==> config.mk <==
export PLATFORM = sky130hd
export DESIGN_NAME = time_set_ctrl_flat
export DESIGN_NICKNAME = d
export VERILOG_FILES = /design/src/rtl/time_set_if.sv /design/src/rtl/time_set_ctrl.sv /design/src/flat_wrapper.sv
export SDC_FILE = /design/constraint.sdc
export NUM_CORES = 1
export LEC_CHECK = 0
export ABC_AREA = 1
export CAP_MARGIN = 15
export CORE_ASPECT_RATIO = 0.8
export CORE_MARGIN = 1
export CORE_UTILIZATION = 40
export CTS_CLUSTER_DIAMETER = 150
export CTS_CLUSTER_SIZE = 40
export DETAILED_ROUTE_END_ITERATION = 12
export PLACE_DENSITY = 0.63
export SLEW_MARGIN = 20
export SYNTH_ARGS = -nofsm -noshare
export SYNTH_HDL_FRONTEND = slang
export SYNTH_SLANG_ARGS = --single-unit
==> constraint.sdc <==
create_clock -name clk -period 4.1 [get_ports clk]
set_clock_uncertainty 0.15 [all_clocks]
set_input_delay 0.82 -clock clk [delete_from_list [all_inputs] [get_ports clk]]
set_output_delay 0.82 -clock clk [all_outputs]
set_load 0.02 [all_outputs]
==> src/rtl/time_set_if.sv <==
// time_set_if: bundles the button inputs, live digits from the clock's digit
// counters, and the preset/load/display controls of the time-set controller.
// master: the controller side. slave: the clock/display/button side.
interface time_set_if;
  logic       btn_mode;
  logic       btn_inc;
  logic [3:0] cur_h1;
  logic [3:0] cur_h0;
  logic [3:0] cur_m1;
  logic [3:0] cur_m0;
  logic [3:0] pst_h1;
  logic [3:0] pst_h0;
  logic [3:0] pst_m1;
  logic [3:0] pst_m0;
  logic [3:0] load;
  logic       setting;
  logic [1:0] sel;
  logic       blink;

  modport master (
    input  btn_mode, btn_inc,
    input  cur_h1, cur_h0, cur_m1, cur_m0,
    output pst_h1, pst_h0, pst_m1, pst_m0,
    output load, setting, sel, blink
  );

  modport slave (
    output btn_mode, btn_inc,
    output cur_h1, cur_h0, cur_m1, cur_m0,
    input  pst_h1, pst_h0, pst_m1, pst_m0,
    input  load, setting, sel, blink
  );
endinterface

==> src/rtl/time_set_ctrl.sv <==
// time_set_ctrl: two-button HH:MM setting controller. Mode steps through the
// four digits, inc bumps the selected digit with 24h-aware wrap, and a final
// one-cycle COMMIT strobes all four digit counters with the edited values.
// Optional feature: define TIME_SET_TIMEOUT_EN to abandon an edit after
// TIMEOUT_CYCLES idle cycles (no load strobe). Without it edits never expire.
module time_set_ctrl #(
  parameter logic [31:0] TIMEOUT_CYCLES = 32'd500_000_000,
  parameter logic [24:0] BLINK_DIV      = 25'd25_000_000
) (
  input  logic       clk,
  input  logic       clr_n,
  time_set_if.master bus
);

  typedef enum logic [2:0] {
    RUN    = 3'd0,
    SET_H1 = 3'd1,
    SET_H0 = 3'd2,
    SET_M1 = 3'd3,
    SET_M0 = 3'd4,
    COMMIT = 3'd5
  } state_t;

  state_t      state_q;
  state_t      state_nxt;

  logic        mode_sync1, mode_sync2, mode_hist, mode_armed;
  logic        inc_sync1, inc_sync2, inc_hist, inc_armed;
  logic [1:0]  settle;
  logic        mode_pulse;
  logic        inc_pulse;

  logic [3:0]  h1, h0, m1, m0;

  logic        setting_c;
  logic [1:0]  sel_c;
  logic [3:0]  load_c;

  logic [24:0] blink_cnt;
  logic        blink_q;

  // Increment with wrap to zero once the digit reaches its top value.
  function automatic logic [3:0] inc_wrap(input logic [3:0] val, input logic [3:0] top);
    return (val >= top) ? 4'd0 : val + 4'd1;
  endfunction

  // Button synchronizers plus history flops; the edge detector compares
  // the second sync stage against the previous cycle's value.
  always_ff @(posedge clk) begin
    if (!clr_n) begin
      mode_sync1 <= 1'b0;
      mode_sync2 <= 1'b0;
      mode_hist  <= 1'b0;
      inc_sync1  <= 1'b0;
      inc_sync2  <= 1'b0;
      inc_hist   <= 1'b0;
    end else begin
      mode_sync1 <= bus.btn_mode;
      mode_sync2 <= mode_sync1;
      mode_hist  <= mode_sync2;
      inc_sync1  <= bus.btn_inc;
      inc_sync2  <= inc_sync1;
      inc_hist   <= inc_sync2;
    end
  end

  // Arming: the sync chain needs two cycles after reset to reflect the real
  // button level; a button only arms once it has been seen released, so one
  // held through reset cannot fire until it is released and pressed again.
  always_ff @(posedge clk) begin
    if (!clr_n) begin
      settle     <= 2'd0;
      mode_armed <= 1'b0;
      inc_armed  <= 1'b0;
    end else begin
      if (settle != 2'd2) settle <= settle + 2'd1;
      if (settle == 2'd2 && !mode_sync2) mode_armed <= 1'b1;
      if (settle == 2'd2 && !inc_sync2)  inc_armed  <= 1'b1;
    end
  end

  assign mode_pulse = mode_sync2 & ~mode_hist & mode_armed;
  assign inc_pulse  = inc_sync2  & ~inc_hist  & inc_armed;

`ifdef TIME_SET_TIMEOUT_EN
  logic [31:0] idle_cnt;

  // Idle counter: restarts on any button pulse or state change, runs only
  // while editing.
  always_ff @(posedge clk) begin
    if (!clr_n || mode_pulse || inc_pulse || state_nxt != state_q || !setting_c)
      idle_cnt <= 32'd0;
    else
      idle_cnt <= idle_cnt + 32'd1;
  end
`else
  logic unused_timeout_cfg;
  assign unused_timeout_cfg = ^TIMEOUT_CYCLES;
`endif

  // FSM state register.
  always_ff @(posedge clk) begin
    if (!clr_n) state_q <= RUN;
    else        state_q <= state_nxt;
  end

  // FSM next state and state-decoded outputs.
  always_comb begin
    state_nxt = state_q;
    setting_c = 1'b0;
    sel_c     = 2'd0;
    load_c    = 4'b0000;
    case (state_q)
      RUN: begin
        if (mode_pulse) state_nxt = SET_H1;
      end
      SET_H1: begin
        setting_c = 1'b1;
        sel_c     = 2'd3;
        if (mode_pulse) state_nxt = SET_H0;
      end
      SET_H0: begin
        setting_c = 1'b1;
        sel_c     = 2'd2;
        if (mode_pulse) state_nxt = SET_M1;
      end
      SET_M1: begin
        setting_c = 1'b1;
        sel_c     = 2'd1;
        if (mode_pulse) state_nxt = SET_M0;
      end
      SET_M0: begin
        setting_c = 1'b1;
        sel_c     = 2'd0;
        if (mode_pulse) state_nxt = COMMIT;
      end
      COMMIT: begin
        load_c    = 4'b1111;
        state_nxt = RUN;
      end
      default: state_nxt = RUN;
    endcase
`ifdef TIME_SET_TIMEOUT_EN
    if (setting_c && !mode_pulse && !inc_pulse && idle_cnt >= TIMEOUT_CYCLES - 32'd1)
      state_nxt = RUN;
`endif
  end

  // Shadow digits: captured from the live clock on entering edit, then only
  // changed by inc pulses; a simultaneous mode pulse discards the inc.
  always_ff @(posedge clk) begin
    if (!clr_n) begin
      h1 <= 4'd0;
      h0 <= 4'd0;
      m1 <= 4'd0;
      m0 <= 4'd0;
    end else if (state_q == RUN && mode_pulse) begin
      h1 <= bus.cur_h1;
      h0 <= bus.cur_h0;
      m1 <= bus.cur_m1;
      m0 <= bus.cur_m0;
    end else if (inc_pulse && !mode_pulse) begin
      case (state_q)
        SET_H1: begin
          h1 <= inc_wrap(h1, 4'd2);
          // Moving into the 20s must not leave an illegal hour like 27.
          if (h1 == 4'd1 && h0 > 4'd3) h0 <= 4'd3;
        end
        SET_H0:  h0 <= inc_wrap(h0, (h1 == 4'd2) ? 4'd3 : 4'd9);
        SET_M1:  m1 <= inc_wrap(m1, 4'd5);
        SET_M0:  m0 <= inc_wrap(m0, 4'd9);
        default: ;
      endcase
    end
  end

  // Blink divider: held clear outside edit, so it restarts from zero on
  // every entry to SET_H1.
  always_ff @(posedge clk) begin
    if (!clr_n || !setting_c) begin
      blink_cnt <= 25'd0;
      blink_q   <= 1'b0;
    end else if (blink_cnt == BLINK_DIV - 25'd1) begin
      blink_cnt <= 25'd0;
      blink_q   <= ~blink_q;
    end else begin
      blink_cnt <= blink_cnt + 25'd1;
    end
  end

  // Load is gated by clr_n so a reset landing on the COMMIT cycle never
  // reaches the digit counters.
  assign bus.load    = clr_n ? load_c : 4'b0000;
  assign bus.setting = setting_c;
  assign bus.sel     = sel_c;
  assign bus.blink   = blink_q & setting_c;
  assign bus.pst_h1  = h1;
  assign bus.pst_h0  = h0;
  assign bus.pst_m1  = m1;
  assign bus.pst_m0  = m0;

endmodule

==> src/flat_wrapper.sv <==
// flat-port wrapper written by rule: the top's interface ports become plain ports
module time_set_ctrl_flat 
#(
  parameter logic [31:0] TIMEOUT_CYCLES = 32'd500_000_000,
  parameter logic [24:0] BLINK_DIV      = 25'd25_000_000
)
  (clk, clr_n, bus_btn_mode, bus_btn_inc, bus_cur_h1, bus_cur_h0, bus_cur_m1, bus_cur_m0, bus_pst_h1, bus_pst_h0, bus_pst_m1, bus_pst_m0, bus_load, bus_setting, bus_sel, bus_blink);
  time_set_if bus_i ();
  input  logic clk;
  input  logic clr_n;
  input wire logic [$bits(bus_i.btn_mode)-1:0] bus_btn_mode;
  input wire logic [$bits(bus_i.btn_inc)-1:0] bus_btn_inc;
  input wire logic [$bits(bus_i.cur_h1)-1:0] bus_cur_h1;
  input wire logic [$bits(bus_i.cur_h0)-1:0] bus_cur_h0;
  input wire logic [$bits(bus_i.cur_m1)-1:0] bus_cur_m1;
  input wire logic [$bits(bus_i.cur_m0)-1:0] bus_cur_m0;
  output wire logic [$bits(bus_i.pst_h1)-1:0] bus_pst_h1;
  output wire logic [$bits(bus_i.pst_h0)-1:0] bus_pst_h0;
  output wire logic [$bits(bus_i.pst_m1)-1:0] bus_pst_m1;
  output wire logic [$bits(bus_i.pst_m0)-1:0] bus_pst_m0;
  output wire logic [$bits(bus_i.load)-1:0] bus_load;
  output wire logic [$bits(bus_i.setting)-1:0] bus_setting;
  output wire logic [$bits(bus_i.sel)-1:0] bus_sel;
  output wire logic [$bits(bus_i.blink)-1:0] bus_blink;
  assign bus_i.btn_mode = bus_btn_mode;
  assign bus_i.btn_inc = bus_btn_inc;
  assign bus_i.cur_h1 = bus_cur_h1;
  assign bus_i.cur_h0 = bus_cur_h0;
  assign bus_i.cur_m1 = bus_cur_m1;
  assign bus_i.cur_m0 = bus_cur_m0;
  assign bus_pst_h1 = bus_i.pst_h1;
  assign bus_pst_h0 = bus_i.pst_h0;
  assign bus_pst_m1 = bus_i.pst_m1;
  assign bus_pst_m0 = bus_i.pst_m0;
  assign bus_load = bus_i.load;
  assign bus_setting = bus_i.setting;
  assign bus_sel = bus_i.sel;
  assign bus_blink = bus_i.blink;
  time_set_ctrl #(.TIMEOUT_CYCLES(TIMEOUT_CYCLES), .BLINK_DIV(BLINK_DIV)) u_core (.clk(clk), .clr_n(clr_n), .bus(bus_i));
endmodule
==> run summary <==
The run finished with clean final reports. Setup violations remaining at the end of the flow were counted as 0. The final layout contains about 570 nets. The placed wire-length estimate after detailed placement came out at around 5500 um. The worst path required time is 3.13 ns. The most repeated library cell on the critical path is sky130_fd_sc_hd__clkdlybuf4s50_1. The max-cap violation count came out at 0. The number of distinct library cell variants in the gate-level netlist after synthesis is 33. By area the synthesized netlist is led by sky130_fd_sc_hd__dfxtp_1 (34%), sky130_fd_sc_hd__nand2_1 (16%), sky130_fd_sc_hd__nor2_1 (9.9%). The power density relative to cell area is between 200 and 300 mW/mm^2. Across all hold checks on the routed design, the worst slack comes to around 0.27 ns. The number of detailed-route iterations in the first pass came out at 4. The xor and xnor area share after synthesis is 0.0301.

The vias after detailed routing came out at between 2k and 3k. The count of placed standard cells including taps came out at approximately 630. The number of routed nets with antenna violations is 0. The number of cells in the finished layout apart from fillers is 637. The analysis attributes to net switching a power of roughly 0.26 mW. The share of total power dissipated in sequential elements is 0.577. The mean instance size in the synthesized netlist is about 6.5 um^2. In the layout the commonest cells are sky130_fd_sc_hd__nand2_1 (140), sky130_fd_sc_hd__nor2_1 (84), sky130_fd_sc_hd__inv_1 (60), sky130_fd_sc_hd__dfxtp_1 (55), sky130_fd_sc_hd__clkdlybuf4s50_1 (43). The number of hold buffers added after cts came out at 0. The overall global routing resource usage came out at 0.186. The maximum buffer depth of the clock tree came out at 2.

The fraction of the mapped netlist area in adder cells came out at 0.0548. Headroom to the max-slew limit came out at 0.750. Based on the critical path, the design can be clocked at up to approximately 0.3 GHz. STA puts the critical path data arrival time at roughly 2.4 ns. The number of hold violations in the final report was 0. 44 I/O pins were placed. After the first detailed-routing iteration, the DRC count stood at around 150.

The total internal power is ~0.73 mW. The worst-case vdd ir drop is between 0.0002 and 0.00025 V. The number of warnings reported in the yosys synthesis log is 0. Leaving out fill and tap cells, the most frequent cell in the layout is sky130_fd_sc_hd__nand2_1. The chip width is around 100 um. The worst-skew pair later-pin latency is 0.31 ns. The combinational power share came out at 0.123.

The number of pins with negative max-slew slack in the final report is 0. By area, the combinational part of the netlist is dominated by simple AND/OR/NAND/NOR gates. Synthesis produced a netlist whose cell count is between 400 and 500. The worst hold path belongs to the class flip-flop to flip-flop. For this run, the register share of the synthesized area comes to 0.345. Once layout is done, the placed cells without fillers occupy about 0.0038 mm^2. The maximum number of pins on one net before global-route repair came out at 25.

For this design, the slowest cell found on the critical path is sky130_fd_sc_hd__clkdlybuf4s50_1. The kind of cell adding the most delay to the critical path is buffers and inverters. The core region is around 0.0076 mm^2.

The area fraction of the dominant cell type after synthesis is 0.345. The biggest fanout along the worst timing path is 4. The relative contribution of the clock network to total power came out at 0.299. The actual transition at the worst max-transition pin is roughly 0.37 ns. STA classifies the critical path endpoint as an output pin. The number of buffers added on ports is between 40 and 50. The remaining design rule violation count came out at 0. Once the clock tree was built, the resizer swapped 0 gates to a different size.

The share of the synthesized area in compound gates (AO/OA/AOI/OAI) is 0.0971. The basic-gate share of the synthesized area counting and, or, nand and nor cells came out at 0.374. The overall overflow remaining after global route is 0. Timing analysis after detailed placement gives a worst setup slack of 0.750 ns. The switching share of total power is 0.259. The final sum of negative setup slack came out at 0 ns.

The starting utilization of the core area is 0.422. The routed wirelength normalized by instance count came out at around 11 um. The post-synthesis cell area came out at between 0.003 and 0.004 mm^2. The floorplan step defined a die boundary enclosing around 0.0084 mm^2. The antenna diode instance count came out at 0. The biggest cell delay along the critical path came out at around 0.60 ns. The layout-stage area growth over the synthesis result came out at 18.4%.

The die span in y came out at 81.9 um. Overall power consumption after layout is estimated at between 0.9 and 1 mW. The placement-stage cell area is ~0.0037 mm^2. The CTS clock-pin slew for the worst setup and hold paths came out at 0.09 ns. Setup slack closes at between 0.7 and 0.8 ns. CTS placed an instance of sky130_fd_sc_hd__clkbuf_8 at the clock tree root. The critical path buffer and inverter count is 4. sky130_fd_sc_hd__dfxtp_1 takes more of the synthesized area than any other cell.

STA classifies the critical path startpoint as an input pin. The part of the cycle the worst path needs came out at 0.814. Dividing the detail-routed via count by the number of cells gives approximately 4.7. The final layout contains routed wiring with a total length of ~7100 um. The initial antenna violation count was 0. The post-route minimum period came out at ~3.3 ns.

Setup repair after global routing left no endpoint under its margin. The multiplexer share of the synthesized area came out at 0. Measured on the finished design, the core utilization comes to 0.500. The number of standard-cell rows in the floorplan came out at 28. The number of global-route vias before repair came to ~2.7k. The flip-flop and latch count after synthesis came out at 55. Walking the worst path, the cells encountered are clkdlybuf4s50_1 -> inv_1 -> nor4_1 -> buf_4 -> clkdlybuf4s50_1.

The wire length of the first global-routing pass is ~12000 um. The cell leakage power is about 1.5 nW. Synthesis produced a netlist with a net count of about 520. Clock tree synthesis inserted a total of 5 buffers. The TritonCTS clock tree is done. The routability congestion estimate from global placement came out at 0.807.

The critical path start-end classification is input pin to output pin. The number of setup buffers added after CTS is 0. The clock net in this run drives a total of between 50 and 60 sinks. The H-tree depth came out at 2. Of the cells placed in the final design, the portion with a size suffix greater than 1 is 0.0771.
==> cells by family after synthesis <==
kind of cell / count (synthesis)
XOR/XNOR: 11
AO/OA/AOI/OAI: 51
AND/OR/NAND/NOR: 283
adder cells (fa/ha/maj): 14
buffers and inverters: 74
flip-flops: 55
==> state kept, by name (all words and copies together), names as in the netlist, 2 cells and up <==
register / cells
u_core.blink_cnt: 25
u_core.bus.pst_h0: 4
u_core.bus.pst_h1: 4
u_core.bus.pst_m0: 4
u_core.bus.pst_m1: 4
u_core.state_q: 3
u_core.settle: 2
==> Yosys cell counts (all sizes together) <==
cell type	number
a211oi	1
a21oi	32
buf	7
clkbuf	3
dfxtp	55
ha	14
inv	64
nand2	146
nand3	31
nand3b	2
nand4	3
nor2	90
nor3	5
nor3b	1
nor4	1
o21ai	18
or2	4
xnor2	6
xor2	5
==> final timing paths <==
path	start	endpoint	slack, ns	cells after the start
max	clr_n	bus_load[2]	0.76	5
min	u_core.mode_sync1$_SDFF_PN0_	u_core.mode_sync2$_SDFF_PN0_	0.27	2
max reg2reg	u_core.bus.pst_h1[0]$_SDFFE_PN0P_	u_core.bus.pst_h0[0]$_SDFFE_PN0P_	2.01	12
min reg2reg	u_core.mode_sync1$_SDFF_PN0_	u_core.mode_sync2$_SDFF_PN0_	0.27	2
==> tightest hold or removal path, delay by kind of cell (launching register included) <==
kind / cells / cell delay (ns)
flops: 1 / 0.31
simple gates: 1 / 0.04
buf+inv: 1 / 0.04
==> final cells by class <==
class                      count  area (um^2)
multi-input combinational    359         1780
sequential                    55         1100
inverter                      64          240
timing repair buffer          46          453
tap                          105          131
clock inverter                 1         5.00
fill                         785         3780
clock buffer                   7         76.3
==> power groups by stage <==
| stage | Clock, mW | Sequential [mW] | Combinational, mW |
|---|---|---|---|
| 2_1_floorplan | 0 | 0.582 | 0.0748 |
| 3_3_place_gp | 0 | 0.580 | 0.119 |
| 3_5_place_dp | 0 | 0.581 | 0.122 |
| 4_1_cts | 0.309 | 0.569 | 0.123 |
| 5_1_grt | 0.327 | 0.572 | 0.137 |
| 6_report | 0.295 | 0.568 | 0.121 |
==> layer usage <==
layer / share of wire / global-route usage / routed length, um / up-vias
met3: 0.046 / 0.0323 / 325 / 4
met1: 0.51 / 0.258 / 3670 / 1306
met5: 0 / 0 / 0 / -
met4: 0.010 / 0.0686 / 73 / 0
li1: - / - / - / 1594
met2: 0.43 / 0.289 / 3060 / 63
No activity file was read; power rests on OpenSTA's default activity.
